`src/rtl/dcache_ctrl_if.sv`:
```
// Processor and memory bus of the direct-mapped data cache.
// The cache is the slave; the processor/memory environment is the master.
interface dcache_ctrl_if;
  logic         proc_read;
  logic         proc_write;
  logic [29:0]  proc_addr;
  logic [31:0]  proc_wdata;
  logic         proc_stall;
  logic [31:0]  proc_rdata;
  logic         mem_read;
  logic         mem_write;
  logic [27:0]  mem_addr;
  logic [127:0] mem_wdata;
  logic [127:0] mem_rdata;
  logic         mem_ready;

  modport slave (
    input  proc_read, proc_write, proc_addr, proc_wdata, mem_rdata, mem_ready,
    output proc_stall, proc_rdata, mem_read, mem_write, mem_addr, mem_wdata
  );

  modport master (
    output proc_read, proc_write, proc_addr, proc_wdata, mem_rdata, mem_ready,
    input  proc_stall, proc_rdata, mem_read, mem_write, mem_addr, mem_wdata
  );
endinterface

```
`src/rtl/dcache_ctrl.sv`:
```
// Direct-mapped write-back, write-allocate data cache: 8 lines x 4 words.
// Hits complete with no added latency; misses write back a dirty victim, then fill.
module dcache_ctrl (
  input  logic         clk,
  input  logic         rst,
  dcache_ctrl_if.slave bus
);

  typedef enum logic [1:0] {COMPARE, WRITEBACK, ALLOCATE} state_t;

  state_t       r_state;
  logic [7:0]   r_valid;
  logic [7:0]   r_dirty;
  logic [24:0]  r_tag  [8];
  logic [127:0] r_data [8];
  logic         r_mem_read;
  logic         r_mem_write;
  logic [27:0]  r_mem_addr;
  logic [127:0] r_mem_wdata;

  logic [24:0]  w_tag;
  logic [2:0]   w_index;
  logic [1:0]   w_off;
  logic         w_req;
  logic         w_hit;
  logic         w_wr_hit;
  logic         w_fill;

  assign w_tag    = bus.proc_addr[29:5];
  assign w_index  = bus.proc_addr[4:2];
  assign w_off    = bus.proc_addr[1:0];
  assign w_req    = bus.proc_read | bus.proc_write;
  assign w_hit    = r_valid[w_index] && (r_tag[w_index] == w_tag);
  // A simultaneous read+write is a write; the read data is simply ignored.
  assign w_wr_hit = (r_state == COMPARE) && bus.proc_write && w_hit;
  assign w_fill   = (r_state == ALLOCATE) && bus.mem_ready;

  assign bus.proc_stall = !rst && ((r_state != COMPARE) || (w_req && !w_hit));
  assign bus.proc_rdata = r_data[w_index][{w_off, 5'd0} +: 32];
  assign bus.mem_read   = r_mem_read;
  assign bus.mem_write  = r_mem_write;
  assign bus.mem_addr   = r_mem_addr;
  assign bus.mem_wdata  = r_mem_wdata;

  // Memory request outputs are registered so they stay stable while waiting on mem_ready.
  always_ff @(posedge clk or posedge rst) begin
    if (rst) begin
      r_state     <= COMPARE;
      r_valid     <= '0;
      r_dirty     <= '0;
      r_mem_read  <= 1'b0;
      r_mem_write <= 1'b0;
      r_mem_addr  <= '0;
      r_mem_wdata <= '0;
    end else begin
      case (r_state)
        COMPARE: begin
          if (w_req && !w_hit) begin
            if (r_valid[w_index] && r_dirty[w_index]) begin
              r_state     <= WRITEBACK;
              r_mem_write <= 1'b1;
              r_mem_addr  <= {r_tag[w_index], w_index};
              r_mem_wdata <= r_data[w_index];
            end else begin
              r_state    <= ALLOCATE;
              r_mem_read <= 1'b1;
              r_mem_addr <= bus.proc_addr[29:2];
            end
          end else if (w_wr_hit) begin
            r_dirty[w_index] <= 1'b1;
          end
        end
        WRITEBACK: begin
          if (bus.mem_ready) begin
            r_state     <= ALLOCATE;
            r_mem_write <= 1'b0;
            r_mem_read  <= 1'b1;
            r_mem_addr  <= bus.proc_addr[29:2];
          end
        end
        ALLOCATE: begin
          if (bus.mem_ready) begin
            r_state          <= COMPARE;
            r_mem_read       <= 1'b0;
            r_valid[w_index] <= 1'b1;
            r_dirty[w_index] <= 1'b0;
          end
        end
        default: r_state <= COMPARE;
      endcase
    end
  end

  // NOTE: tag/data arrays carry no reset; the cleared valid bits make their contents irrelevant.
  always_ff @(posedge clk) begin
    if (w_fill) begin
      r_data[w_index] <= bus.mem_rdata;
      r_tag[w_index]  <= w_tag;
    end else if (w_wr_hit) begin
      r_data[w_index][{w_off, 5'd0} +: 32] <= bus.proc_wdata;
    end
  end

endmodule

```
`src/flat_wrapper.sv`:
```
// flat-port wrapper written by rule: the top's interface ports become plain ports
module dcache_ctrl_flat 
  (clk, rst, bus_proc_read, bus_proc_write, bus_proc_addr, bus_proc_wdata, bus_mem_rdata, bus_mem_ready, bus_proc_stall, bus_proc_rdata, bus_mem_read, bus_mem_write, bus_mem_addr, bus_mem_wdata);
  dcache_ctrl_if bus_i ();
  input  logic clk;
  input  logic rst;
  input wire logic [$bits(bus_i.proc_read)-1:0] bus_proc_read;
  input wire logic [$bits(bus_i.proc_write)-1:0] bus_proc_write;
  input wire logic [$bits(bus_i.proc_addr)-1:0] bus_proc_addr;
  input wire logic [$bits(bus_i.proc_wdata)-1:0] bus_proc_wdata;
  input wire logic [$bits(bus_i.mem_rdata)-1:0] bus_mem_rdata;
  input wire logic [$bits(bus_i.mem_ready)-1:0] bus_mem_ready;
  output wire logic [$bits(bus_i.proc_stall)-1:0] bus_proc_stall;
  output wire logic [$bits(bus_i.proc_rdata)-1:0] bus_proc_rdata;
  output wire logic [$bits(bus_i.mem_read)-1:0] bus_mem_read;
  output wire logic [$bits(bus_i.mem_write)-1:0] bus_mem_write;
  output wire logic [$bits(bus_i.mem_addr)-1:0] bus_mem_addr;
  output wire logic [$bits(bus_i.mem_wdata)-1:0] bus_mem_wdata;
  assign bus_i.proc_read = bus_proc_read;
  assign bus_i.proc_write = bus_proc_write;
  assign bus_i.proc_addr = bus_proc_addr;
  assign bus_i.proc_wdata = bus_proc_wdata;
  assign bus_i.mem_rdata = bus_mem_rdata;
  assign bus_i.mem_ready = bus_mem_ready;
  assign bus_proc_stall = bus_i.proc_stall;
  assign bus_proc_rdata = bus_i.proc_rdata;
  assign bus_mem_read = bus_i.mem_read;
  assign bus_mem_write = bus_i.mem_write;
  assign bus_mem_addr = bus_i.mem_addr;
  assign bus_mem_wdata = bus_i.mem_wdata;
  dcache_ctrl u_core (.clk(clk), .rst(rst), .bus(bus_i));
endmodule
```
`config.mk`:
```
export PLATFORM = sky130hd
export DESIGN_NAME = dcache_ctrl_flat
export DESIGN_NICKNAME = d
export VERILOG_FILES = /design/src/rtl/dcache_ctrl_if.sv /design/src/rtl/dcache_ctrl.sv /design/src/flat_wrapper.sv
export SDC_FILE = /design/constraint.sdc
export NUM_CORES = 1
export LEC_CHECK = 0
export ABC_AREA = 1
export BUFFER_PORTS_ARGS = -buffer_cell sky130_fd_sc_hd__buf_2
export CAP_MARGIN = 5
export CORE_AREA = 2 2 438 440
export CTS_CLUSTER_DIAMETER = 40
export DETAILED_ROUTE_END_ITERATION = 16
export DIE_AREA = 0 0 440 442
export GPL_TIMING_DRIVEN = 0
export PLACE_DENSITY_LB_ADDON = 0.1
export SKIP_LAST_GASP = 1
export SLEW_MARGIN = 20
export SYNTH_ARGS = -nofsm -noshare
export SYNTH_HDL_FRONTEND = slang
export SYNTH_SLANG_ARGS = --single-unit
```
`constraint.sdc`:
```
create_clock -name clk -period 7.15 [get_ports clk]
set_clock_uncertainty 0.15 [all_clocks]
set_input_delay 0.3575 -clock clk [delete_from_list [all_inputs] [get_ports clk]]
set_output_delay 0.3575 -clock clk [all_outputs]
set_load 0.005 [all_outputs]
```
==> summary.txt <==
Setup path
  • Crit path launch type: input port
  • CP Buf/Inv Count: 8
  • Max stage delay on crit path: 790 ps
  • CP Max Fanout: 10
  • Critical path's top delay family: buffers and inverters
  • R2R Setup Slk: 2650 ps
  • Worst setup path class: in -> out
  • Slowest cell on crit path: buf_1
  • R2R depth: 12
  • CP endpoint kind: primary output
  • Worst r2r src: u_core.r_tag[4][16]
  • End of the worst register-to-register path: u_core.r_data[0][111]
  • Crit path DAT: 6080 ps
  • Required time worst endpoint: 6640 ps
  • CP Cell Sequence: dlygate4sd3_1 -> buf_4 -> inv_4 -> nor2_8 -> nand2_1 -> inv_2 -> clkbuf_2 -> buf_2 -> buf_1 -> a22oi_1 -> nand4_1 -> a21oi_1 -> a21oi_1 -> buf_2

Floorplan
  • Core Area: 190000 um2
  • Die W: 440 um
  • Die Area: 194000 um2
  • Row cnt: 160
  • Top Ports: 386
  • Die extent in y: 442 um
  • Initial Utilization: 29.9%

GRT
  • Initial antenna violation count: 33
  • Met2 usage: 44.4%
  • Vias in the first global route: 40800
  • First-pass GRT wire length: 370000 um
  • Routing usage on met3: 5.34%
  • GRT Max-Usage Layer: met2
  • Grt ovf: 0
  • GR Util met1: 36.1%
  • Largest net degree at the start of global routing: 74
  • Tot GR Track Use: 28.5%

Routing
  • Wirelength per Cell: 34.7 um
  • DRT Wirelength: 283000 um
  • DR pass1 iterations: 6
  • Via count: 43200
  • Vias/cell: 5.32
  • DRT iter0 DRCs: 5390
  • Antenna-violating nets left: 0
  • Drt drc: 0

Power and ir drop
  • Power Density: 344 nW/um2
  • Worst vdd ir: 0.243 mV
  • Pleak: 27.7 nW

CTS
  • Num Clock Sinks: 1400
  • Clk Latency, worst-skew pair: 950 ps
  • Post-CTS sizing: 0
  • CTS H-tree lvls: 4
  • Clock Tree Buf Depth: 3
  • Post-CTS Setup Repair Bufs: 0
  • CTS Root Cell: clkbuf_16
  • Worst-path clk slew: 50 ps
  • CTS tree: done
  • CTS Buf Count: 240

STA
  • Final Setup Violations: 0
  • Worst Max-Slew Pin Slew: 1250 ps
  • Hold Violations, Final: 8
  • Hold_ws: -3.41 ps
  • Slew Viols, Final: 0
  • RSZ-0062 raised after global routing: no
  • Fmax: 152 MHz
  • Final Worst Setup Slack: 559 ps
  • Period utilisation layout: 92.2%
  • Tmin final: 6590 ps
  • Slew margin rel.: 16.4%

Yosys
  • Register bit total from synthesis: 1400
  • Yosys top cell by area: edfxtp_1
  • Leading post-synthesis cells by cell area: edfxtp_1 65%, dfrtp_1 7.8%, nand2_1 7.1%
  • Synth warn: 0
  • Most used DFF post-synth: edfxtp_1
  • Number of synthesized flops with an enable pin: 1224
  • Mapped Cells: 4600
  • Average cell area after synthesis: 12.3 um2
  • Syn nets: 4803
  • Fraction of registers with async set/reset: 12.6%
  • Synth cell types: 41
  • Register area share after synthesis: 72.5%
  • Post-synth top area share: 64.8%
  • Syn Std Cell Area: 56700 um2

Hold path
  • Worst hold stages: 3
  • Hold Path Sink: u_core.r_data[2][40]
  • Min-Delay Path Class: in -> reg
  • HP Start: bus_mem_rdata[40]

Run status
  • Status: complete, but fails checks
  • Failing checks: negative hold slack

Finish
  • Nets: 5594
  • Post-route cell area: 72800 um2
  • Sequential cell area: 41200 um2
  • Share of cells above drive strength 1: 19.0%
  • Fillers: 18400
  • Area Growth Syn to Fin: 28.3%
  • Combined area of the multi-input logic cells: 12800 um2

Place
  • Worst slack, placed: 1160 ps
  • Placer Congestion: 1.00
  • DP HPWL: 200000 um
  • Placed cell area: 62900 um2
  • Port-buffer cells: 382

Run
  • Max_cap viols: 0
-- cell type report --
type	instances	share of cell area, %
inverters	406	2.22
well taps	2511	4.32
plain buffers	273	1.88
flip-flops and latches	1400	56.6
repair buffers	549	5.58
clock buffers	282	8.71
clock inverters	178	3.09
multi-input cells	2521	17.6
diodes	13	0.0447
-- placed cells by master, fill, tap and decap left out, types with 17 or more instances in the layout --
cell / netlist / layout
edfxtp_1: 1224 / 1224
buf_4: 34 / 38
a221oi_1: 123 / 123
clkinv_4: 0 / 23
clkinv_2: 0 / 46
clkbuf_1: 164 / 143
o21ai_1: 71 / 71
nand3_1: 112 / 112
inv_4: 2 / 33
dfrtp_1: 176 / 176
clkbuf_2: 0 / 47
nor2_1: 228 / 221
buf_16: 0 / 17
nand2_1: 1074 / 1074
dlygate4sd3_1: 0 / 124
nand4_1: 170 / 170
nor3_1: 41 / 40
clkbuf_16: 0 / 241
a22o_1: 119 / 119
a22oi_1: 132 / 132
bufinv_16: 0 / 32
o22ai_1: 18 / 18
o211ai_1: 24 / 24
inv_1: 393 / 360
clkinv_1: 1 / 22
buf_2: 40 / 430
o21ai_0: 292 / 292
a21oi_1: 58 / 58
buf_12: 0 / 18
clkinvlp_4: 0 / 28
-- logic make-up after synthesis --
kind of cell,share of synthesized area [%]
AOI/OAI and AO/OA,9.78
xor gates and xnor gates,0.0154
adders and majority gates,0.176
buffers and inverters,4.99
DFF,72.5
and+or+nand+nor,12.5
-- power breakdown --
part | switching [mW] | internal, mW | total [mW] | leakage [nW]
sequential | 0.311 | 9.54 | 9.86 | 13.3
combinational | 2.26 | 0.905 | 3.16 | 10.3
clock | 4.44 | 7.56 | 12.0 | 4.10
-- synth_stat cells (2+ instances only) --
cell,n
nand3_2,3
nor2_1,228
nand4_1,170
nor2_4,2
or2_2,11
nor2_8,3
buf_1,22
a221oi_1,123
nor2_2,6
inv_2,10
nor3_1,41
a22o_1,119
inv_1,393
inv_4,2
ha_1,8
edfxtp_1,1224
o21ai_0,292
o211ai_1,24
nand2_2,4
buf_6,13
o21ai_1,71
or2_1,9
clkbuf_1,164
nand2_1,1074
dfrtp_1,176
o21bai_1,3
nand3b_1,3
a21oi_1,58
buf_4,34
nand3_1,112
buf_2,40
o22ai_1,18
a22oi_1,132
-- how the worst max path moves through the flow --
stage                                      end  slack [ps]  cells past startpoint             start
floorplan           asynchronous set/reset pin        1870                      1               rst
global placement     u_core.bus.mem_wdata[112]       -2200                      2               rst
detailed placement          bus_proc_rdata[14]        1160                     13  bus_proc_addr[2]
CTS                         bus_proc_rdata[14]         750                     14  bus_proc_addr[4]
global route                bus_proc_rdata[13]         750                     12  bus_proc_addr[4]
finish                      bus_proc_rdata[14]         560                     14  bus_proc_addr[4]
-- flip-flops by register name (all words and copies together), names as in the netlist, named ones only --
register,cells
u_core.bus.mem_wdata,128
u_core.bus.mem_addr,28
u_core.r_tag,200
u_core.bus.mem_write,1
u_core.r_data,1024
u_core.bus.mem_read,1
u_core.r_state,2
u_core.r_valid,8
-- layer usage --
| layer | share of wire, % | wire, um |
|---|---|---|
| met5 | 0.015 | 41 |
| met4 | 7.6 | 21600 |
| met3 | 7.4 | 20900 |
| met2 | 46 | 129000 |
| met1 | 39 | 111000 |
-- stage by stage --
stage | utilization [%] | TNS [ps] | hold slack [ps] | total power [mW] | cells
final | 38.4 | 0 | -3.41 | 25.0 | 8133
after global routing | 38.4 | 0 | 26.7 | 25.7 | 8121
after CTS | 38.4 | 0 | 6.21 | 25.1 | 8119
after detailed placement | 33.2 | 0 | 259 | 13.1 | 7535
after global placement | 32.6 | -371100 | 287 | 13.0 | 7493
after floorplan | - | 0 | 274 | 11.2 | 4600
-- worst min-delay path, stage by stage --
cell and delay (ps):
buf_2 100, o21ai_1 60, nand2_1 280
-- repair_timing --
| action | CTS | global route |
|---|---|---|
| setup endpoints to repair | 0 | 0 |
| endpoints found under the hold margin | 1029 | 0 |
| hold buffers | 124 | 0 |
Note: power is estimated with default switching activity, not from simulation.
